## src/rtl/sw_pkg.sv

```systemverilog
// Shared read-path types and widths for the Smith-Waterman engine cluster.
package sw_pkg;

  localparam int unsigned RD_ID_W          = 6;
  localparam int unsigned RD_ADDR_W        = 32;
  localparam int unsigned RD_LEN_W         = 8;
  localparam int unsigned RD_DATA_W        = 256;
  // Engine index field is sized for the largest supported cluster (16 engines).
  localparam int unsigned RD_ENG_IDX_MAX_W = 4;

  typedef struct packed {
    logic [RD_ENG_IDX_MAX_W-1:0] eng_idx;
    logic [RD_LEN_W-1:0]         len;
  } rd_grant_t;

  typedef enum logic [0:0] {
    StIdle,
    StHold
  } rd_req_state_e;

endpackage

```

## src/rtl/rd_arbiter_if.sv

```systemverilog
// Engine-side and memory-side read channels of rd_arbiter.
// Optional ID-check signals exist only when RD_ARB_ID_CHECK_EN is defined.
interface rd_arbiter_if
  import sw_pkg::*;
#(
  parameter int unsigned NUM_ENGINES = 4,
  parameter int unsigned ENG_IDX_W   = 2,
  parameter int unsigned DATA_W      = 256
);

  logic [NUM_ENGINES*RD_ID_W-1:0]   e_rd_id_in;
  logic [NUM_ENGINES*RD_ADDR_W-1:0] e_rd_addr_in;
  logic [NUM_ENGINES*RD_LEN_W-1:0]  e_rd_len_in;
  logic [NUM_ENGINES-1:0]           e_rd_info_valid_in;
  logic [NUM_ENGINES-1:0]           e_rd_info_rdy_out;
  logic [DATA_W-1:0]                e_rd_data_out;
  logic [NUM_ENGINES-1:0]           e_rd_data_valid_out;
  logic [NUM_ENGINES-1:0]           e_rd_data_rdy_in;

  logic [RD_ID_W+ENG_IDX_W-1:0]     m_rd_id_out;
  logic [RD_ADDR_W-1:0]             m_rd_addr_out;
  logic [RD_LEN_W-1:0]              m_rd_len_out;
  logic                             m_rd_info_valid_out;
  logic                             m_rd_info_rdy_in;
  logic [DATA_W-1:0]                m_rd_data_in;
  logic                             m_rd_data_valid_in;
  logic                             m_rd_data_rdy_out;

`ifdef RD_ARB_ID_CHECK_EN
  logic [RD_ID_W+ENG_IDX_W-1:0]     m_rd_data_id_in;
  logic                             id_err_out;
`endif

  // Arbiter view.
  modport slave (
`ifdef RD_ARB_ID_CHECK_EN
    input  m_rd_data_id_in,
    output id_err_out,
`endif
    input  e_rd_id_in, e_rd_addr_in, e_rd_len_in, e_rd_info_valid_in, e_rd_data_rdy_in,
    input  m_rd_info_rdy_in, m_rd_data_in, m_rd_data_valid_in,
    output e_rd_info_rdy_out, e_rd_data_out, e_rd_data_valid_out,
    output m_rd_id_out, m_rd_addr_out, m_rd_len_out, m_rd_info_valid_out, m_rd_data_rdy_out
  );

  // Engines plus memory controller view.
  modport master (
`ifdef RD_ARB_ID_CHECK_EN
    output m_rd_data_id_in,
    input  id_err_out,
`endif
    output e_rd_id_in, e_rd_addr_in, e_rd_len_in, e_rd_info_valid_in, e_rd_data_rdy_in,
    output m_rd_info_rdy_in, m_rd_data_in, m_rd_data_valid_in,
    input  e_rd_info_rdy_out, e_rd_data_out, e_rd_data_valid_out,
    input  m_rd_id_out, m_rd_addr_out, m_rd_len_out, m_rd_info_valid_out, m_rd_data_rdy_out
  );

endinterface

```

## src/rtl/grant_fifo.sv

```systemverilog
// In-order FIFO of issued grants with show-ahead head; Depth must be a power of two.
module grant_fifo
  import sw_pkg::*;
#(
  parameter int unsigned Depth = 8
) (
  input  logic      clk,
  input  logic      rst,
  input  logic      push_i,
  input  rd_grant_t wdata_i,
  input  logic      pop_i,
  output rd_grant_t rdata_o,
  output logic      full_o,
  output logic      empty_o
);

  localparam int unsigned PtrW = (Depth > 1) ? $clog2(Depth) : 1;
  localparam logic [PtrW:0] DepthCnt = Depth[PtrW:0];

  rd_grant_t       mem_q [Depth];
  logic [PtrW-1:0] wr_ptr_q, rd_ptr_q;
  logic [PtrW:0]   count_q, count_d;
  logic            push_en, pop_en;

  assign full_o  = (count_q == DepthCnt);
  assign empty_o = (count_q == '0);
  assign push_en = push_i && !full_o;
  assign pop_en  = pop_i && !empty_o;
  assign rdata_o = mem_q[rd_ptr_q];

  always_comb begin
    count_d = count_q;
    unique case ({push_en, pop_en})
      2'b10:   count_d = count_q + 1'b1;
      2'b01:   count_d = count_q - 1'b1;
      default: count_d = count_q;
    endcase
  end

  always_ff @(posedge clk) begin
    if (rst) begin
      wr_ptr_q <= '0;
      rd_ptr_q <= '0;
      count_q  <= '0;
    end else begin
      if (push_en) wr_ptr_q <= wr_ptr_q + 1'b1;
      if (pop_en)  rd_ptr_q <= rd_ptr_q + 1'b1;
      count_q <= count_d;
    end
  end

  always_ff @(posedge clk) begin
    if (push_en) mem_q[wr_ptr_q] <= wdata_i;
  end

endmodule

```

## src/rtl/rd_arbiter.sv

```systemverilog
// Round-robin read-request arbiter with in-order data steering back to engines.
// Optional returned-ID checking is enabled by defining RD_ARB_ID_CHECK_EN.
module rd_arbiter
  import sw_pkg::*;
#(
  parameter int unsigned NUM_ENGINES     = 4,
  parameter int unsigned ENG_IDX_W       = 2,
  parameter int unsigned MAX_OUTSTANDING = 8,
  parameter int unsigned DATA_W          = 256
) (
  input logic        clk,
  input logic        rst,
  rd_arbiter_if.slave bus
);

  rd_req_state_e                state_q, state_d;
  logic [ENG_IDX_W-1:0]         rr_ptr_q, rr_ptr_d;
  logic [RD_ID_W+ENG_IDX_W-1:0] m_id_q, m_id_d;
  logic [RD_ADDR_W-1:0]         m_addr_q, m_addr_d;
  logic [RD_LEN_W-1:0]          m_len_q, m_len_d;
  logic [RD_LEN_W-1:0]          beat_cnt_q, beat_cnt_d;

  logic [ENG_IDX_W-1:0]   gnt_idx, head_idx;
  logic                   gnt_found, grant_en;
  logic                   fifo_full, fifo_empty, data_hs, pop;
  logic                   m_data_rdy, unused_head_bits;
  logic [NUM_ENGINES-1:0] info_rdy, data_valid;
  logic [DATA_W-1:0]      rd_data;
  rd_grant_t              push_rec, head;

  // First requester at or after rr_ptr_q, searched cyclically.
  always_comb begin : arbitrate
    int unsigned          cand;
    logic [ENG_IDX_W-1:0] cand_idx;
    gnt_found = 1'b0;
    gnt_idx   = '0;
    cand      = 0;
    cand_idx  = '0;
    for (int unsigned i = 0; i < NUM_ENGINES; i++) begin
      cand = 32'(rr_ptr_q) + i;
      if (cand >= NUM_ENGINES) cand = cand - NUM_ENGINES;
      cand_idx = ENG_IDX_W'(cand);
      if (!gnt_found && bus.e_rd_info_valid_in[cand_idx]) begin
        gnt_found = 1'b1;
        gnt_idx   = cand_idx;
      end
    end
  end

  assign grant_en = (state_q == StIdle) && !fifo_full && gnt_found && !rst;

  always_comb begin
    info_rdy = '0;
    if (grant_en) info_rdy[gnt_idx] = 1'b1;
  end

  always_comb begin
    state_d  = state_q;
    rr_ptr_d = rr_ptr_q;
    m_id_d   = m_id_q;
    m_addr_d = m_addr_q;
    m_len_d  = m_len_q;
    unique case (state_q)
      StIdle: begin
        if (grant_en) begin
          state_d  = StHold;
          m_id_d   = {gnt_idx, bus.e_rd_id_in[32'(gnt_idx)*RD_ID_W +: RD_ID_W]};
          m_addr_d = bus.e_rd_addr_in[32'(gnt_idx)*RD_ADDR_W +: RD_ADDR_W];
          m_len_d  = bus.e_rd_len_in[32'(gnt_idx)*RD_LEN_W +: RD_LEN_W];
          rr_ptr_d = (32'(gnt_idx) == NUM_ENGINES - 1) ? '0 : gnt_idx + 1'b1;
        end
      end
      StHold: begin
        if (bus.m_rd_info_rdy_in) state_d = StIdle;
      end
      default: state_d = StIdle;
    endcase
  end

  always_ff @(posedge clk) begin
    if (rst) begin
      state_q    <= StIdle;
      rr_ptr_q   <= '0;
      m_id_q     <= '0;
      m_addr_q   <= '0;
      m_len_q    <= '0;
      beat_cnt_q <= '0;
    end else begin
      state_q    <= state_d;
      rr_ptr_q   <= rr_ptr_d;
      m_id_q     <= m_id_d;
      m_addr_q   <= m_addr_d;
      m_len_q    <= m_len_d;
      beat_cnt_q <= beat_cnt_d;
    end
  end

  assign push_rec.eng_idx = RD_ENG_IDX_MAX_W'(gnt_idx);
  assign push_rec.len     = bus.e_rd_len_in[32'(gnt_idx)*RD_LEN_W +: RD_LEN_W];

  grant_fifo #(
    .Depth (MAX_OUTSTANDING)
  ) u_grant_fifo (
    .clk     (clk),
    .rst     (rst),
    .push_i  (grant_en),
    .wdata_i (push_rec),
    .pop_i   (pop),
    .rdata_o (head),
    .full_o  (fifo_full),
    .empty_o (fifo_empty)
  );

  assign head_idx         = head.eng_idx[ENG_IDX_W-1:0];
  assign unused_head_bits = ^head.eng_idx;

  // Data path is pure steering: memory bursts return in grant order.
  always_comb begin
    data_valid = '0;
    m_data_rdy = 1'b0;
    if (!fifo_empty) begin
      data_valid[head_idx] = bus.m_rd_data_valid_in;
      m_data_rdy           = bus.e_rd_data_rdy_in[head_idx];
    end
  end

  assign data_hs = bus.m_rd_data_valid_in && m_data_rdy;
  assign pop     = data_hs && (beat_cnt_q == head.len);

  always_comb begin
    beat_cnt_d = beat_cnt_q;
    if (data_hs) beat_cnt_d = pop ? '0 : beat_cnt_q + 1'b1;
  end

`ifdef RD_ARB_ID_CHECK_EN
  logic id_err_q, id_err_d;

  always_comb begin
    id_err_d = id_err_q;
    if (data_hs && (bus.m_rd_data_id_in[RD_ID_W+ENG_IDX_W-1:RD_ID_W] != head_idx)) begin
      id_err_d = 1'b1;
    end
    if (bus.m_rd_data_valid_in && fifo_empty) id_err_d = 1'b1;
  end

  always_ff @(posedge clk) begin
    if (rst) id_err_q <= 1'b0;
    else     id_err_q <= id_err_d;
  end

  assign bus.id_err_out = id_err_q;
`endif

  assign rd_data                 = bus.m_rd_data_in;
  assign bus.e_rd_data_out       = rd_data;
  assign bus.e_rd_data_valid_out = data_valid;
  assign bus.e_rd_info_rdy_out   = info_rdy;
  assign bus.m_rd_data_rdy_out   = m_data_rdy;
  assign bus.m_rd_info_valid_out = (state_q == StHold);
  assign bus.m_rd_id_out         = m_id_q;
  assign bus.m_rd_addr_out       = m_addr_q;
  assign bus.m_rd_len_out        = m_len_q;

endmodule

```

## src/flat_wrapper.sv

```systemverilog
// flat-port wrapper written by rule: the top's interface ports become plain ports
module rd_arbiter_flat import sw_pkg::*;
#(
  parameter int unsigned NUM_ENGINES     = 4,
  parameter int unsigned ENG_IDX_W       = 2,
  parameter int unsigned MAX_OUTSTANDING = 8,
  parameter int unsigned DATA_W          = 256
)
  (clk, rst, bus_e_rd_id_in, bus_e_rd_addr_in, bus_e_rd_len_in, bus_e_rd_info_valid_in, bus_e_rd_data_rdy_in, bus_m_rd_info_rdy_in, bus_m_rd_data_in, bus_m_rd_data_valid_in, bus_e_rd_info_rdy_out, bus_e_rd_data_out, bus_e_rd_data_valid_out, bus_m_rd_id_out, bus_m_rd_addr_out, bus_m_rd_len_out, bus_m_rd_info_valid_out, bus_m_rd_data_rdy_out);
  rd_arbiter_if #(.NUM_ENGINES(NUM_ENGINES), .ENG_IDX_W(ENG_IDX_W), .DATA_W(DATA_W)) bus_i ();
  input logic clk;
  input logic rst;
  input wire logic [$bits(bus_i.e_rd_id_in)-1:0] bus_e_rd_id_in;
  input wire logic [$bits(bus_i.e_rd_addr_in)-1:0] bus_e_rd_addr_in;
  input wire logic [$bits(bus_i.e_rd_len_in)-1:0] bus_e_rd_len_in;
  input wire logic [$bits(bus_i.e_rd_info_valid_in)-1:0] bus_e_rd_info_valid_in;
  input wire logic [$bits(bus_i.e_rd_data_rdy_in)-1:0] bus_e_rd_data_rdy_in;
  input wire logic [$bits(bus_i.m_rd_info_rdy_in)-1:0] bus_m_rd_info_rdy_in;
  input wire logic [$bits(bus_i.m_rd_data_in)-1:0] bus_m_rd_data_in;
  input wire logic [$bits(bus_i.m_rd_data_valid_in)-1:0] bus_m_rd_data_valid_in;
  output wire logic [$bits(bus_i.e_rd_info_rdy_out)-1:0] bus_e_rd_info_rdy_out;
  output wire logic [$bits(bus_i.e_rd_data_out)-1:0] bus_e_rd_data_out;
  output wire logic [$bits(bus_i.e_rd_data_valid_out)-1:0] bus_e_rd_data_valid_out;
  output wire logic [$bits(bus_i.m_rd_id_out)-1:0] bus_m_rd_id_out;
  output wire logic [$bits(bus_i.m_rd_addr_out)-1:0] bus_m_rd_addr_out;
  output wire logic [$bits(bus_i.m_rd_len_out)-1:0] bus_m_rd_len_out;
  output wire logic [$bits(bus_i.m_rd_info_valid_out)-1:0] bus_m_rd_info_valid_out;
  output wire logic [$bits(bus_i.m_rd_data_rdy_out)-1:0] bus_m_rd_data_rdy_out;
  assign bus_i.e_rd_id_in = bus_e_rd_id_in;
  assign bus_i.e_rd_addr_in = bus_e_rd_addr_in;
  assign bus_i.e_rd_len_in = bus_e_rd_len_in;
  assign bus_i.e_rd_info_valid_in = bus_e_rd_info_valid_in;
  assign bus_i.e_rd_data_rdy_in = bus_e_rd_data_rdy_in;
  assign bus_i.m_rd_info_rdy_in = bus_m_rd_info_rdy_in;
  assign bus_i.m_rd_data_in = bus_m_rd_data_in;
  assign bus_i.m_rd_data_valid_in = bus_m_rd_data_valid_in;
  assign bus_e_rd_info_rdy_out = bus_i.e_rd_info_rdy_out;
  assign bus_e_rd_data_out = bus_i.e_rd_data_out;
  assign bus_e_rd_data_valid_out = bus_i.e_rd_data_valid_out;
  assign bus_m_rd_id_out = bus_i.m_rd_id_out;
  assign bus_m_rd_addr_out = bus_i.m_rd_addr_out;
  assign bus_m_rd_len_out = bus_i.m_rd_len_out;
  assign bus_m_rd_info_valid_out = bus_i.m_rd_info_valid_out;
  assign bus_m_rd_data_rdy_out = bus_i.m_rd_data_rdy_out;
  rd_arbiter #(.NUM_ENGINES(NUM_ENGINES), .ENG_IDX_W(ENG_IDX_W), .MAX_OUTSTANDING(MAX_OUTSTANDING), .DATA_W(DATA_W)) u_core (.clk(clk), .rst(rst), .bus(bus_i));
endmodule
```

## config.mk

```make
export PLATFORM = sky130hd
export DESIGN_NAME = rd_arbiter_flat
export DESIGN_NICKNAME = d
export VERILOG_FILES = /design/src/rtl/sw_pkg.sv /design/src/rtl/rd_arbiter_if.sv /design/src/rtl/grant_fifo.sv /design/src/rtl/rd_arbiter.sv /design/src/flat_wrapper.sv
export SDC_FILE = /design/constraint.sdc
export NUM_CORES = 1
export LEC_CHECK = 0
export ABC_CLOCK_PERIOD_IN_PS = 4700
export CORE_AREA = 5 5 296 298
export CTS_CLUSTER_DIAMETER = 60
export DETAILED_ROUTE_END_ITERATION = 8
export DIE_AREA = 0 0 301 303
export GPL_TIMING_DRIVEN = 0
export PLACE_DENSITY_LB_ADDON = 0.05
export SYNTH_ARGS = -nofsm -noshare
export SYNTH_HDL_FRONTEND = slang
export SYNTH_HIERARCHICAL = 1
export SYNTH_SLANG_ARGS = --single-unit
```

## constraint.sdc

```tcl
create_clock -name clk -period 4.7 [get_ports clk]
set_clock_uncertainty 0.15 [all_clocks]
set_input_delay 0.47 -clock clk [delete_from_list [all_inputs] [get_ports clk]]
set_output_delay 0.47 -clock clk [all_outputs]
set_load 0.05 [all_outputs]
```

==> flow_summary.json, run 1 <==
{
  "status": "completed",
  "synth_nets": 1359,
  "grt_start_max_net_pins": 18,
  "grt_usage_pct": 11.6,
  "ant_nets": 0,
  "die_area_sq_mm": 0.0912,
  "fp-row-count": 107,
  "clk_latency_ps": 470,
  "drtIter0Drc": 339,
  "h-tree-depth": 4,
  "top_layer": "met5",
  "io_buffer_count": 509,
  "power.leakage_nw": 6.21,
  "drt_wl_total_um": 56100,
  "rrSetupSlack_ps": 310,
  "drive_gt1_share_pct": 28.2,
  "fin_util_pct": 19.9,
  "gp_congestion": 0.725,
  "crit_chain": "clkbuf_1 > buf_4 > mux4_2 > mux2_2 > xor2_1 > nor4_2 > nand2_1 > nor2_1 > o41a_1 > ha_2 > xor2_1 > ha_1 > a21oi_1 > xor2_1 > or3_1 > a21oi_1",
  "fin_area_sq_mm": 0.0168,
  "antenna_found_initial": 7,
  "maxSlewViolCount": 0,
  "ctsLongestPathBuffers": 2,
  "setup_violations": 0,
  "period_share_pct": 93.3,
  "rsz0062_at_grt": "no",
  "cts_hold_buffers": 0,
  "fillers": 9397,
  "ir_drop_uv": 289,
  "worstHoldStart": "u_core/bus.m_rd_id_out[6]",
  "fmax_mhz": 228,
  "die_h_um": 303,
  "layout_common_cells": "507 x clkdlybuf4s50_1, 262 x buf_4, 80 x edfxtp_1, 72 x dfxtp_1, 57 x nand2_1",
  "maxCapViolCount": 0,
  "r2r-end": "u_core/u_grant_fifo/count_q[2]",
  "worstSetupEndpointType": "register",
  "core-area_sq_mm": 0.0846,
  "crit_type": "register to register",
  "ios": 766,
  "wl_met2_um": 29000,
  "cts_sinks": 152,
  "grt_pass1_vias": 9273,
  "worstSetupStartpointType": "register",
  "required_ps": 4950,
  "drc_errors": 0,
  "grt_pass1_wl_um": 73800,
  "maxSlewHeadroom_pct": 38.9,
  "start_util_pct": 11.3,
  "reg2regPathDepth": 16,
  "worstMarginPinSlew_ps": 915,
  "wl_met1_um": 22200,
  "fin_tns_setup_ps": 0,
  "syn-mean-instance-area_sq_um": 10.6,
  "overflow": 0,
  "hp-class": "register to register",
  "cp-endpoint": "u_core/u_grant_fifo/count_q[2]",
  "path_clk_slew_ps": 70,
  "hold_viol_final": 0,
  "dp_slack_ps": -497,
  "critPathArrivalTime_ps": 4630,
  "synth_area_sq_mm": 0.00956,
  "fin_nets": 1894,
  "cellPowerDensity_mw_per_mm2": 297,
  "dp_hpwl_um": 46900,
  "final_common_cell": "clkdlybuf4s50_1",
  "first_pass_iters": 4,
  "wl_met3_um": 4170,
  "vias_per_cell": 3.32,
  "syn2layout_area_growth_pct": 76.0,
  "vias": 8609,
  "cts_inserted_buffers": 17,
  "fp.dieW_um": 301,
  "setup_slack_ps": 314,
  "cts_root_buffer": "clkbuf_16",
  "worst_path_max_delay_cell": "nor4_2",
  "wl_per_cell_um": 21.6,
  "min_period_ps": 4390,
  "total_power_mw": 4.99,
  "syn_inst": 900,
  "yosys_warnings": 6,
  "worstPathMaxFanout": 9,
  "postPlaceCellArea_sq_mm": 0.0162,
  "critPathMaxStageDelay_ps": 430,
  "tritoncts": "done",
  "cp_common_cell": "xor2_1"
}
## how the worst min path moves through the flow
stage | endpoint | cells after the start | slack (ps)
2_1_floorplan | register | 2 | 320
3_3_place_gp | u_core/bus.m_rd_id_out[6] | 2 | 300
3_5_place_dp | u_core/bus.m_rd_id_out[6] | 2 | 310
4_1_cts | u_core/bus.m_rd_id_out[6] | 2 | 320
5_1_grt | u_core/bus.m_rd_id_out[6] | 2 | 350
6_report | u_core/bus.m_rd_id_out[6] | 2 | 320
## metrics by stage
stage	instances	hold slack, ps
2_1_floorplan	900	318
3_3_place_gp	2553	302
3_5_place_dp	2559	311
4_1_cts	2592	320
5_1_grt	2593	353
6_report	2593	317
## report_power, final
part | internal (mW) | switching, mW
logic | 0.792 | 1.20
clock network | 0.760 | 0.662
registers | 1.52 | 0.0569
total | 3.07 | 1.92
## worst max-delay path: cells and delay by family (launching register included)
family	cells	cell delay (ps)
AOI/OAI and AO/OA	3	520
xor gates and xnor gates	3	480
adders and majority gates	2	480
buffers and inverters	2	610
DFF	1	310
muxes	2	630
and+or+nand+nor	4	1120
## routing by layer
layer	global-route usage (%)	vias up
met5	0	-
met4	2.61	6
met3	4.20	33
met2	20.1	326
met1	13.7	4165
li1	-	4079
## final cells by class
class                   count  area [sq um]  area share, %
clock buffers              19           443           2.63
inverters                   9          33.8          0.201
clock inverters            13           135          0.804
diodes                      1          2.50         0.0149
plain buffers             302          2220           13.2
flip-flops and latches    152          3840           22.9
well taps                1144          1430           8.51
multi-input cells         436          3520           21.0
repair buffers            517          5190           30.8
## state kept, by name, summed over array words and instances (netlist names), 3 cells and up, named ones only
| name | count |
|---|---|
| u_core/u_grant_fifo/wr_ptr_q | 3 |
| u_core/beat_cnt_q | 8 |
| u_core/bus.m_rd_len_out | 8 |
| u_core/u_grant_fifo/count_q | 4 |
| u_core/bus.m_rd_id_out | 8 |
| u_core/u_grant_fifo/mem_q | 80 |
| u_core/u_grant_fifo/rd_ptr_q | 3 |
| u_core/bus.m_rd_addr_out | 32 |
## what timing repair did
action,4_1_cts,5_1_grt
pin swaps,1,1
setup buffers,2,0
endpoints found under the setup margin,5,3
gates resized for setup,6,5
Power figures use the tool's default switching activity.
==> run 2: changes to the inputs <==
- PLACE_DENSITY_LB_ADDON: 0.05 -> not set
==> flow_summary.json, run 2 (same netlist as run 1, synthesis figures left out) <==
{
  "period_share_pct": 93.1,
  "core-area_sq_mm": 0.0846,
  "first_pass_iters": 4,
  "h-tree-depth": 4,
  "fin_cells": 2589,
  "worstSetupEndpointType": "output pin",
  "placed_cells": 2557,
  "layout_common_cells": "508 x clkdlybuf4s50_1, 259 x buf_4, 80 x edfxtp_1, 72 x dfxtp_1, 57 x nand2_1",
  "fin_area_sq_mm": 0.0168,
  "maxSlewViolCount": 0,
  "regMostFlops": "u_core/u_grant_fifo/mem_q",
  "worst_path_max_delay_cell": "clkdlybuf4s50_1",
  "cellPowerDensity_mw_per_mm2": 296,
  "cts_sinks": 152,
  "ir_drop_uv": 263,
  "drc_errors": 0,
  "hp-class": "register to register",
  "clk_latency_ps": 450,
  "status": "completed",
  "grt_start_max_net_pins": 20,
  "maxSlewHeadroom_pct": 17.4,
  "gp_congestion": 0.850,
  "antenna_found_initial": 5,
  "worstHoldStart": "u_core/bus.m_rd_id_out[6]",
  "worstPathMaxFanout": 17,
  "hold_viol_final": 0,
  "io_buffer_count": 509,
  "reg2regPathDepth": 16,
  "cp_common_cell": "clkdlybuf4s50_1",
  "crit_type": "primary input to output pin",
  "fp.dieW_um": 301,
  "min_period_ps": 4380,
  "worstSetupStartpointType": "primary input",
  "syn2layout_area_growth_pct": 75.6,
  "power.leakage_nw": 6.20,
  "cts_inserted_buffers": 17,
  "rsz0062_at_grt": "no",
  "grt_pass1_wl_um": 58700,
  "overflow": 0,
  "grt_pass1_vias": 8801,
  "start_util_pct": 11.3,
  "critPathMaxStageDelay_ps": 870,
  "hold-worst-slack_ps": 306,
  "worstHoldPathCells": 2,
  "critPathBufInv": 3,
  "critPathArrivalTime_ps": 3760,
  "drtIter0Drc": 549,
  "drive_gt1_share_pct": 27.7,
  "r2r-end": "u_core/u_grant_fifo/count_q[2]",
  "drt_wl_total_um": 44200,
  "path_delay_family": "buffers and inverters",
  "worstMarginPinSlew_ps": 1230,
  "path_clk_slew_ps": 70,
  "ios": 766,
  "crit_chain": "clkdlybuf4s50_1 > nor2b_2 > a211oi_4 > nor2_4 > buf_2 > nand2_1 > nor2_1 > clkdlybuf4s50_1",
  "dp_hpwl_um": 37000,
  "vias_per_cell": 3.36,
  "total_power_mw": 4.96,
  "die_h_um": 303,
  "ant_nets": 0,
  "setup_slack_ps": 323,
  "wl_per_cell_um": 17.1,
  "cts_root_buffer": "clkbuf_16",
  "dp_slack_ps": -80.0,
  "final_common_cell": "clkdlybuf4s50_1",
  "postPlaceCellArea_sq_mm": 0.0161,
  "tritoncts": "done",
  "vias": 8708,
  "die_area_sq_mm": 0.0912,
  "fmax_mhz": 228,
  "setup_violations": 0,
  "maxCapViolCount": 0,
  "required_ps": 4080,
  "grt_usage_pct": 8.71,
  "worst_hold_path.endpoint": "u_core/bus.m_rd_id_out[6]",
  "rrSetupSlack_ps": 370,
  "fin_nets": 1890,
  "ctsLongestPathBuffers": 2,
  "fp-row-count": 107,
  "largest_reg_flops": 80
}
-- run 2: changes by cell type in the layout (fill, tap and decap cells not counted), sizes merged --
| cell | change |
|---|---|
| bufinv | -1 |
| clkdlybuf4s50 | +1 |
| dlygate4sd2 | -1 |
| clkinv | +4 |
| clkinvlp | -1 |
| clkbuf | -3 |
| buf | -3 |
-- run 2: per-stage QoR --
step | util [%] | setup TNS, ps
after floorplan | - | 0
after global placement | 19.0 | -10260
after detailed placement | 19.1 | -80.0
after CTS | 19.8 | 0
after global routing | 19.8 | 0
final | 19.8 | 0
-- run 2: timing repair --
action | 4_1_cts | 5_1_grt
gates resized for setup | 1 | 4
hold buffers | 0 | 0
pin swaps | 0 | 0
gates cloned | 0 | 0
buffers inserted | 0 | 0
setup endpoints to repair | 1 | 4
-- run 2: metal layers --
metal	global-route usage (%)	up-vias	wire length, um
met2	15.4	501	22100
met3	3.03	54	4370
li1	-	4070	-
met4	3.72	4	1420
met5	0	-	26
met1	9.52	4079	16300
-- run 2: cell type report --
type	instances	area, sq um
Antenna cell	1	2.50
Buffer	302	2210
Clock buffer	17	425
Clock inverter	15	191
Fill cell	9255	67800
Inverter	9	33.8
Multi-Input combinational cell	436	3500
Sequential cell	152	3840
Tap cell	1144	1430
Timing Repair Buffer	513	5140
-- run 2: worst min-delay path: stages (launching register included) --
cell,delay (ps)
dfxtp_1,310
nand2_1,50
a21oi_1,50
-- run 2: where the power goes --
part / switching, mW / internal [mW]
logic: 1.17 / 0.785
clock network: 0.699 / 0.729
registers: 0.0610 / 1.52
total: 1.93 / 3.04
-- run 2: how the worst max path moves through the flow --
stage,from,endpoint,slack [ps],cells past startpoint
3_5_place_dp,rst,bus_e_rd_info_rdy_out[1],-80,9
2_1_floorplan,register,u_core/u_grant_fifo/count_q[2],770,16
4_1_cts,register,bus_m_rd_data_rdy_out,80,7
3_3_place_gp,rst,u_core/u_grant_fifo/mem_q[0][7],-530,8
6_report,bus_e_rd_info_valid_in[2],bus_e_rd_info_rdy_out[2],320,8
5_1_grt,register,u_core/u_grant_fifo/count_q[2],40,16
==> run 3: changes to the inputs <==
- CELL_PAD_IN_SITES_DETAIL_PLACEMENT: not set -> 0
- CELL_PAD_IN_SITES_GLOBAL_PLACEMENT: not set -> 2
- CORE_AREA: 5 5 296 298 -> 5 5 291 293
- DIE_AREA: 0 0 301 303 -> 0 0 296 298
- PLACE_DENSITY_LB_ADDON: not set -> 0.1
==> flow_summary.json, run 3 (same netlist as run 1, synthesis figures left out) <==
{
  "grt_pass1_vias": 9403,
  "vias": 8524,
  "grt_start_max_net_pins": 18,
  "power.leakage_nw": 6.22,
  "worstMarginPinSlew_ps": 1290,
  "ios": 766,
  "fin_util_pct": 20.5,
  "required_ps": 4950,
  "grt_pass1_wl_um": 71200,
  "cp_common_cell": "xor2_1",
  "ir_drop_uv": 305,
  "first_pass_iters": 4,
  "period_share_pct": 92.5,
  "syn2layout_area_growth_pct": 75.4,
  "fmax_mhz": 230,
  "dp_hpwl_um": 43000,
  "clk_latency_ps": 470,
  "postPlaceCellArea_sq_mm": 0.0161,
  "fin_nets": 1892,
  "worst_path_max_delay_cell": "buf_2",
  "cellPowerDensity_mw_per_mm2": 306,
  "rsz0062_at_grt": "no",
  "grt_usage_pct": 11.2,
  "crit_type": "register to register",
  "maxSlewHeadroom_pct": 13.6,
  "gp_congestion": 0.714,
  "maxSlewViolCount": 0,
  "hold-worst-slack_ps": 321,
  "r2r-end": "u_core/u_grant_fifo/count_q[2]",
  "final_common_cell": "clkdlybuf4s50_1",
  "maxCapViolCount": 0,
  "fp.dieW_um": 296,
  "worstPathMaxFanout": 9,
  "die_h_um": 298,
  "fin_tns_setup_ps": 0,
  "status": "completed",
  "critPathMaxStageDelay_ps": 380,
  "antenna_found_initial": 19,
  "cts_inserted_buffers": 17,
  "overflow": 0,
  "drt_wl_total_um": 51500,
  "h-tree-depth": 4,
  "ctsLongestPathBuffers": 2,
  "regMostFlops": "u_core/u_grant_fifo/mem_q",
  "fillers": 8939,
  "path_clk_slew_ps": 70,
  "cts_root_buffer": "clkbuf_16",
  "largest_reg_flops": 80,
  "drc_errors": 0,
  "cts_sinks": 152,
  "core-area_sq_mm": 0.0816,
  "hold_viol_final": 0,
  "critPathArrivalTime_ps": 4590,
  "fin_area_sq_mm": 0.0168,
  "drtIter0Drc": 296,
  "vias_per_cell": 3.38,
  "fp-row-count": 105,
  "total_power_mw": 5.13,
  "min_period_ps": 4350,
  "io_buffer_count": 509,
  "crit_chain": "clkbuf_1 > buf_2 > mux4_2 > mux2_2 > xor2_1 > nor4_2 > nand2_1 > nor2_1 > o41a_1 > ha_1 > xor2_1 > ha_1 > a21oi_1 > xor2_1 > or3_1 > a21oi_1",
  "start_util_pct": 11.7,
  "die_area_sq_mm": 0.0882,
  "hp-class": "register to register",
  "worstSetupEndpointType": "register",
  "cp-endpoint": "u_core/u_grant_fifo/count_q[2]",
  "ant_nets": 0,
  "setup_violations": 0,
  "reg2regPathDepth": 16,
  "tritoncts": "done",
  "worstSetupStartpointType": "register",
  "drive_gt1_share_pct": 27.8,
  "wl_per_cell_um": 20.4,
  "rrSetupSlack_ps": 350,
  "layout_common_cells": "508 x clkdlybuf4s50_1, 259 x buf_4, 80 x edfxtp_1, 72 x dfxtp_1, 58 x nand2_1"
}
run 3: changes by cell type in the layout (fill, tap and decap cells not counted), sizes merged:
cell and delta:
bufinv +4, inv +2, clkbuf +2, buf +2
clkinv -7, diode +6, dlymetal6s2s -1
run 3: worst min path at each step:
| stage | start | endpoint | slack, ps | cells past startpoint |
|---|---|---|---|---|
| floorplan | u_core/u_grant_fifo/rd_ptr_q[1] | register | 320 | 2 |
| global placement | u_core/bus.m_rd_id_out[7] | u_core/bus.m_rd_id_out[7] | 300 | 2 |
| detailed placement | u_core/bus.m_rd_id_out[6] | u_core/bus.m_rd_id_out[6] | 310 | 2 |
| CTS | u_core/bus.m_rd_id_out[7] | u_core/bus.m_rd_id_out[7] | 320 | 2 |
| global route | u_core/bus.m_rd_id_out[6] | u_core/bus.m_rd_id_out[6] | 340 | 2 |
| finish | u_core/bus.m_rd_id_out[6] | u_core/bus.m_rd_id_out[6] | 320 | 2 |
run 3: layout make-up:
class	count	area (sq um)	share of cell area (%)
diodes	7	17.5	0.104
plain buffers	302	2210	13.2
clock buffers	18	439	2.62
clock inverters	14	223	1.33
inverters	9	33.8	0.202
multi-input cells	436	3500	20.9
flip-flops and latches	152	3840	22.9
well taps	1070	1340	7.99
repair buffers	515	5150	30.7
run 3: timing repair:
| action | 4_1_cts | 5_1_grt |
|---|---|---|
| cloned | 0 | 0 |
| hold buffers | 0 | 0 |
| gates resized for setup | 1 | 5 |
| buffers inserted | 0 | 0 |
| endpoints found under the setup margin | 1 | 3 |
run 3: where the power goes:
| group | internal [mW] | switching, mW |
|---|---|---|
| clock | 0.931 | 0.668 |
| combinational | 0.784 | 1.17 |
| sequential | 1.52 | 0.0546 |
run 3: per-stage QoR:
| stage | worst slack (ps) | cells |
|---|---|---|
| after floorplan | 770 | 900 |
| after detailed placement | -175 | 2484 |
| after CTS | 8.02 | 2516 |
| final | 353 | 2523 |
| after global routing | 32.5 | 2516 |
| after global placement | -869 | 2479 |
run 3: per-layer routing:
layer,up-vias,wire length [um],GRT usage [%]
li1,4080,-,-
met1,4052,18600,12.0
met2,313,26900,19.9
met3,55,5100,5.52
met4,24,802,2.76
met5,-,157,0
run 3: critical path: cells and delay by family (launching register included):
| family | cells | cell delay [ps] |
|---|---|---|
| compound gates | 3 | 480 |
| xor+xnor | 3 | 490 |
| fa+ha+maj | 2 | 490 |
| buf+inv | 2 | 640 |
| flops | 1 | 300 |
| mux | 2 | 680 |
| simple gates | 4 | 1050 |
